### src/rtl/frame_config_ctrl.sv
// rtl/frame_config_ctrl.sv - fabric config sequencer: sync hunt, frame header decode, frame assembly and one-hot strobe (optional FRAME_CRC_EN checksum word)
module frame_config_ctrl #(
    parameter int unsigned NUM_ROWS       = 16,
    parameter int unsigned NUM_COLUMNS    = 10,
    parameter int unsigned FRAMES_PER_COL = 20,
    parameter logic [31:0] SYNC_WORD      = 32'hFAB0_FAB1
) (
    input  logic                                  CLK,
    input  logic                                  resetn,
    input  logic [31:0]                           s_data,
    input  logic                                  s_valid,
    output logic                                  s_ready,
    output logic [NUM_ROWS*32-1:0]                FrameData,
    output logic [NUM_COLUMNS*FRAMES_PER_COL-1:0] FrameStrobe,
    output logic                                  busy,
    output logic                                  error,
    output logic [15:0]                           frames_written
);

    localparam int unsigned NUM_STROBES = NUM_COLUMNS * FRAMES_PER_COL;
    localparam int unsigned IDX_W       = $clog2(NUM_STROBES);
    localparam int unsigned CNT_W       = $clog2(NUM_ROWS + 1);

    typedef enum logic [1:0] {HUNT, HDR, DATA, STROBE} state_t;

    state_t                state_q, state_d;
    logic [CNT_W-1:0]      word_cnt_q;
    logic                  addr_ok_q;
    logic [IDX_W-1:0]      strobe_idx_q;
    logic                  error_q;
    logic                  err_set;
    logic [15:0]           frames_q;
    logic [NUM_ROWS*32-1:0] frame_data_q;
    logic                  accept;
    logic                  is_sync;
    logic [7:0]            hdr_cmd, hdr_col, hdr_frm;
    logic                  hdr_addr_ok;
    logic                  last_word;
`ifdef FRAME_CRC_EN
    logic [31:0]           crc_q;
    logic                  crc_phase;
`endif

    assign accept      = s_valid && s_ready;
    assign is_sync     = (s_data == SYNC_WORD);
    assign hdr_cmd     = s_data[31:24];
    assign hdr_col     = s_data[23:16];
    assign hdr_frm     = s_data[15:8];
    assign hdr_addr_ok = (32'(hdr_col) < NUM_COLUMNS) && (32'(hdr_frm) < FRAMES_PER_COL);
    assign last_word   = (word_cnt_q == CNT_W'(NUM_ROWS - 1));
`ifdef FRAME_CRC_EN
    assign crc_phase   = (word_cnt_q == CNT_W'(NUM_ROWS));
`endif

    assign s_ready        = (state_q != STROBE);
    assign busy           = (state_q != HUNT);
    assign error          = error_q;
    assign frames_written = frames_q;
    assign FrameData      = frame_data_q;

    // State register
    always_ff @(posedge CLK or negedge resetn) begin
        if (!resetn) state_q <= HUNT;
        else         state_q <= state_d;
    end

    // Next-state decode and error detection
    always_comb begin
        state_d = state_q;
        err_set = 1'b0;
        case (state_q)
            HUNT: begin
                if (accept && is_sync) state_d = HDR;
            end
            HDR: begin
                if (accept && !is_sync) begin
                    if (hdr_cmd == 8'h01) begin
                        state_d = DATA;
                        if (!hdr_addr_ok) err_set = 1'b1;
                    end else if (hdr_cmd == 8'h02) begin
                        state_d = HUNT;
                    end else begin
                        err_set = 1'b1;
                    end
                end
            end
            DATA: begin
`ifdef FRAME_CRC_EN
                if (accept && crc_phase) begin
                    if (s_data != crc_q)  err_set = 1'b1;
                    state_d = ((s_data == crc_q) && addr_ok_q) ? STROBE : HDR;
                end
`else
                if (accept && last_word) state_d = addr_ok_q ? STROBE : HDR;
`endif
            end
            STROBE:  state_d = HDR;
            default: state_d = HUNT;
        endcase
    end

    // One-hot strobe decoded from the address latched at header time
    always_comb begin
        FrameStrobe = '0;
        if (state_q == STROBE) FrameStrobe[strobe_idx_q] = 1'b1;
    end

    // Header latch, frame assembly, sticky error and strobe counter
    always_ff @(posedge CLK or negedge resetn) begin
        if (!resetn) begin
            word_cnt_q   <= '0;
            addr_ok_q    <= 1'b0;
            strobe_idx_q <= '0;
            error_q      <= 1'b0;
            frames_q     <= '0;
            frame_data_q <= '0;
`ifdef FRAME_CRC_EN
            crc_q        <= '0;
`endif
        end else begin
            if (err_set) error_q <= 1'b1;
            if (state_q == HDR && state_d == DATA) begin
                word_cnt_q   <= '0;
                addr_ok_q    <= hdr_addr_ok;
                strobe_idx_q <= IDX_W'(32'(hdr_col) * FRAMES_PER_COL + 32'(hdr_frm));
`ifdef FRAME_CRC_EN
                crc_q        <= '0;
`endif
            end
            if (state_q == DATA && accept && word_cnt_q < CNT_W'(NUM_ROWS)) begin
                for (int k = 0; k < int'(NUM_ROWS); k++) begin
                    if (word_cnt_q == CNT_W'(k)) frame_data_q[k*32 +: 32] <= s_data;
                end
                word_cnt_q <= word_cnt_q + CNT_W'(1);
`ifdef FRAME_CRC_EN
                crc_q      <= crc_q ^ s_data;
`endif
            end
            if (state_q == STROBE && frames_q != 16'hFFFF) frames_q <= frames_q + 16'd1;
        end
    end

endmodule
### config.mk
export PLATFORM = sky130hd
export DESIGN_NAME = frame_config_ctrl
export DESIGN_NICKNAME = d
export VERILOG_FILES = /design/src/rtl/frame_config_ctrl.sv
export SDC_FILE = /design/constraint.sdc
export NUM_CORES = 1
export LEC_CHECK = 0
export CORE_AREA = 2 2 302 304
export CTS_BUF_LIST = sky130_fd_sc_hd__clkbuf_2
export DETAILED_ROUTE_END_ITERATION = 7
export DIE_AREA = 0 0 304 306
export PLACE_DENSITY = 0.53
export SLEW_MARGIN = 20
export SYNTH_ARGS = -nofsm -noshare
export SYNTH_HDL_FRONTEND = slang
export SYNTH_SLANG_ARGS = --single-unit
### constraint.sdc
create_clock -name CLK -period 3 [get_ports CLK]
set_clock_uncertainty 0.15 [all_clocks]
set_input_delay 0.9 -clock CLK [delete_from_list [all_inputs] [get_ports CLK]]
set_output_delay 0.9 -clock CLK [all_outputs]
set_load 0.02 [all_outputs]
==> results.md <==
* Switching Share at between 20% and 30%
* Max IR drop VDD at between 0.2 and 0.25 mV
* DRT Pass-1 Iters at 7
* Leakage power at 16.9 nW
* Synth Instances at around 1600
* Dpl ws at -0.464 ns
* Post-synth top area cell: dfrtp_1
* Via count at 17700
* Total CTS buffers at 150
* Synth Cell Area at approximately 0.022 mm^2
* Io pins at 766
* Depth of the most critical reg-to-reg path at 6
* Min Tclk post-route at 3.91 ns
* Internal at 9.84 mW
* Top-count cell post-synth: dfrtp_1
* TritonCTS clock tree: yes
* Clock root buffer: clkbuf_2
* Clk_lat worst skew at 1.37 ns
* Seq cells post-synth at 545
* Status: finished with violations
* Sequential cell area at 0.0136 mm^2
* Hold Crit Class: in2reg
* Antenna viol nets, final at 0
* Sequential share of power at 54.0%
* Final Max Tran Viols at 0
* Fraction of layout cells with a size suffix above 1 at 48.3%
* CTS HTree Levels at 4
* Total Die Area at between 0.09 and 0.1 mm^2
* Fin nets at 2665
* Critical path class: reg2out
* Synth Flop Type: dfrtp_1
* Min-delay src: s_valid
* Die width at ~300 um
* # setup viols final at 731
* Register area share after synthesis at 61.5%
* Relative slew slack at 39.0%
* Fin. Hold Viols at 0
* Crit path capture type: output port
* Worst slew pin tran at 0.914 ns
* Max Fanout on Critical Path at 12
* FMAX at 256 MHz
* RSZ-0062 raised after global routing: true
* Largest net degree at the start of global routing at 64
* Vias in the first global route at 18800
* Syn_nets at 1673
* Die H at 306 um
* Clock buffer depth at 3
* Initial antenna violation count at 10
* Hold Path End: state_q[0]
* Number of flops mapped to enable cells by yosys at 0
* Synth area leaders: dfrtp_1, mux2_2, nor2_1
* Pwr Density at between 300 and 400 mW/mm^2
* Psw at approximately 3.8 mW
* Placer congestion estimate at between 0.8 and 0.9
* DP HPWL at about 70 mm
* Period utilization at 130%
* Via-per-instance ratio at approximately 4.5
* Count of buffers from port buffering at 765
* DP Cell Count at 3605
* CTS Sinks at 545
* Failing checks: negative setup slack
* Logic pwr share at 4.8%
* Wire per inst at between 20 and 30 um
* Power share of the clock group at 41.1%
* Setup ws final at -0.908 ns
* Syn Area/Cell at ~14 um^2
* Initial core utilization at 24.7%
* GRT overflow at 0
* First-pass GRT wire length at 137 mm
* Area Growth Syn to Fin at 59.5%
* Clock slew at reported path FFs at 0.14 ns
* Number of DRC markers in iteration 0 at 887
* Yosys cell types at 48
* Leading cell types by count after synthesis: dfrtp_1, mux2_2, nor2_1
* Synth top area share at 61.5%
* Fillers at 8557
* Arr. time, crit path at between 2 and 3 ns
* Critical R2R Capture: FrameData[6]
* MaxCap Viol Count at 0
* R2R Setup Slk at 0.45 ns
* Tot Pwr at 13.6 mW
* YS warnings at 0
* Worst Hold Path Cells at 4
* Multi-input logic area at 0.00883 mm^2
* R2r startpoint: state_q[0]
* Async SR Flop Fraction at 100%
* Fin cells at 3898
* Routed Wire Length at 99.2 mm
* CORE AREA at approximately 0.09 mm^2
* Remaining DRCs at 0
* CP required at 1.95 ns
* Total GRT Usage at between 20 and 25%
* Cell Rows at 110
* Critical Path Source Type: flop
## cell families after synthesis
logic type / count (synthesis) / share of synthesized area (%)
AO/OA/AOI/OAI: 44 / 1.28
AND/OR/NAND/NOR: 342 / 6.82
adder cells (fa/ha/maj): 17 / 1.03
buffers and inverters: 144 / 2.69
multiplexers: 505 / 25.7
XOR/XNOR: 24 / 0.949
flip-flops: 545 / 61.5
## layout by cell type, fill, tap and decap left out, types with 9 or more instances in the layout
master / count
o21ai_0: 21
buf_4: 213
nor2_1: 92
mux2_2: 491
xnor2_1: 20
clkbuf_2: 215
buf_6: 108
nand3_1: 9
dfrtp_1: 537
nand2_1: 36
clkdlybuf4s50_1: 561
clkinv_1: 21
buf_12: 58
buf_2: 14
nor2_2: 40
inv_1: 15
nand2_2: 21
ha_1: 15
mux2_1: 9
nor2_4: 79
## timing repair
item                        CTS  global route
setup endpoints to repair   731           731
hold buffers                  4             0
hold endpoints to repair    550             0
gates cloned                  4             5
pin swaps                    10            36
setup buffers                 8            11
gates resized for setup    1087           292
## final cells by class
cell class | count | area share [%]
antenna | 5 | 0.0354
clock buffer | 215 | 3.04
clock inverter | 41 | 0.853
inverter | 15 | 0.159
multi-input combinational | 932 | 25.0
sequential | 545 | 38.6
tap | 1176 | 4.16
timing repair buffer | 969 | 28.2
## worst max-delay path by stage
stage                                from          endpoint  slack (ns)  depth (start not counted)
final                     strobe_idx_q[2]   FrameStrobe[43]       -0.91                          6
after global routing           state_q[1]   FrameStrobe[57]       -1.13                          7
after CTS                      state_q[1]   FrameStrobe[72]       -1.07                          8
after detailed placement       s_data[18]     word_cnt_q[2]       -0.46                          8
after global placement         s_data[18]   strobe_idx_q[7]       -0.46                         10
after floorplan                state_q[0]  FrameStrobe[129]        0.20                          5
## layer usage
layer	wire length (um)	track usage [%]	part of all wire, %	vias up
met3	6310	6.43	6.4	244
met5	57	0	0.057	-
li1	-	-	-	7610
met1	35700	21.2	36	9083
met2	52300	37.0	53	741
met4	4840	10.1	4.9	8
## power groups by stage
stage	clock network [mW]	logic [mW]	registers, mW
final	5.60	0.655	7.35
after global routing	6.23	0.721	7.35
after CTS	5.87	0.677	7.35
after detailed placement	0	0.661	7.49
after global placement	0	0.658	7.49
after floorplan	0	0.167	7.50
## state kept, by name (all words and copies together), names as in the netlist
register,count
FrameData,512
addr_ok_q,1
error,1
frames_written,16
state_q,2
strobe_idx_q,8
word_cnt_q,5
## critical path, stage by stage, from the launching register on
cell,delay (ns)
dfrtp_2,0.51
buf_4,0.17
nor2_4,0.15
nand3_1,0.12
buf_6,0.20
nor2_1,0.12
buf_2,0.17
## through the flow
stage          cell area, um^2  hold WS, ns  util [%]  TNS (ns)
2_1_floorplan            22200        0.336         -         0
3_3_place_gp             32700        0.309      36.5    -34.35
3_5_place_dp             32700        0.316      36.5    -40.89
4_1_cts                  34100      0.00940      38.1   -527.92
5_1_grt                  35300       0.0972      39.4   -514.22
6_report                 35300        0.265      39.4   -368.37
Power figures use the tool's default switching activity.
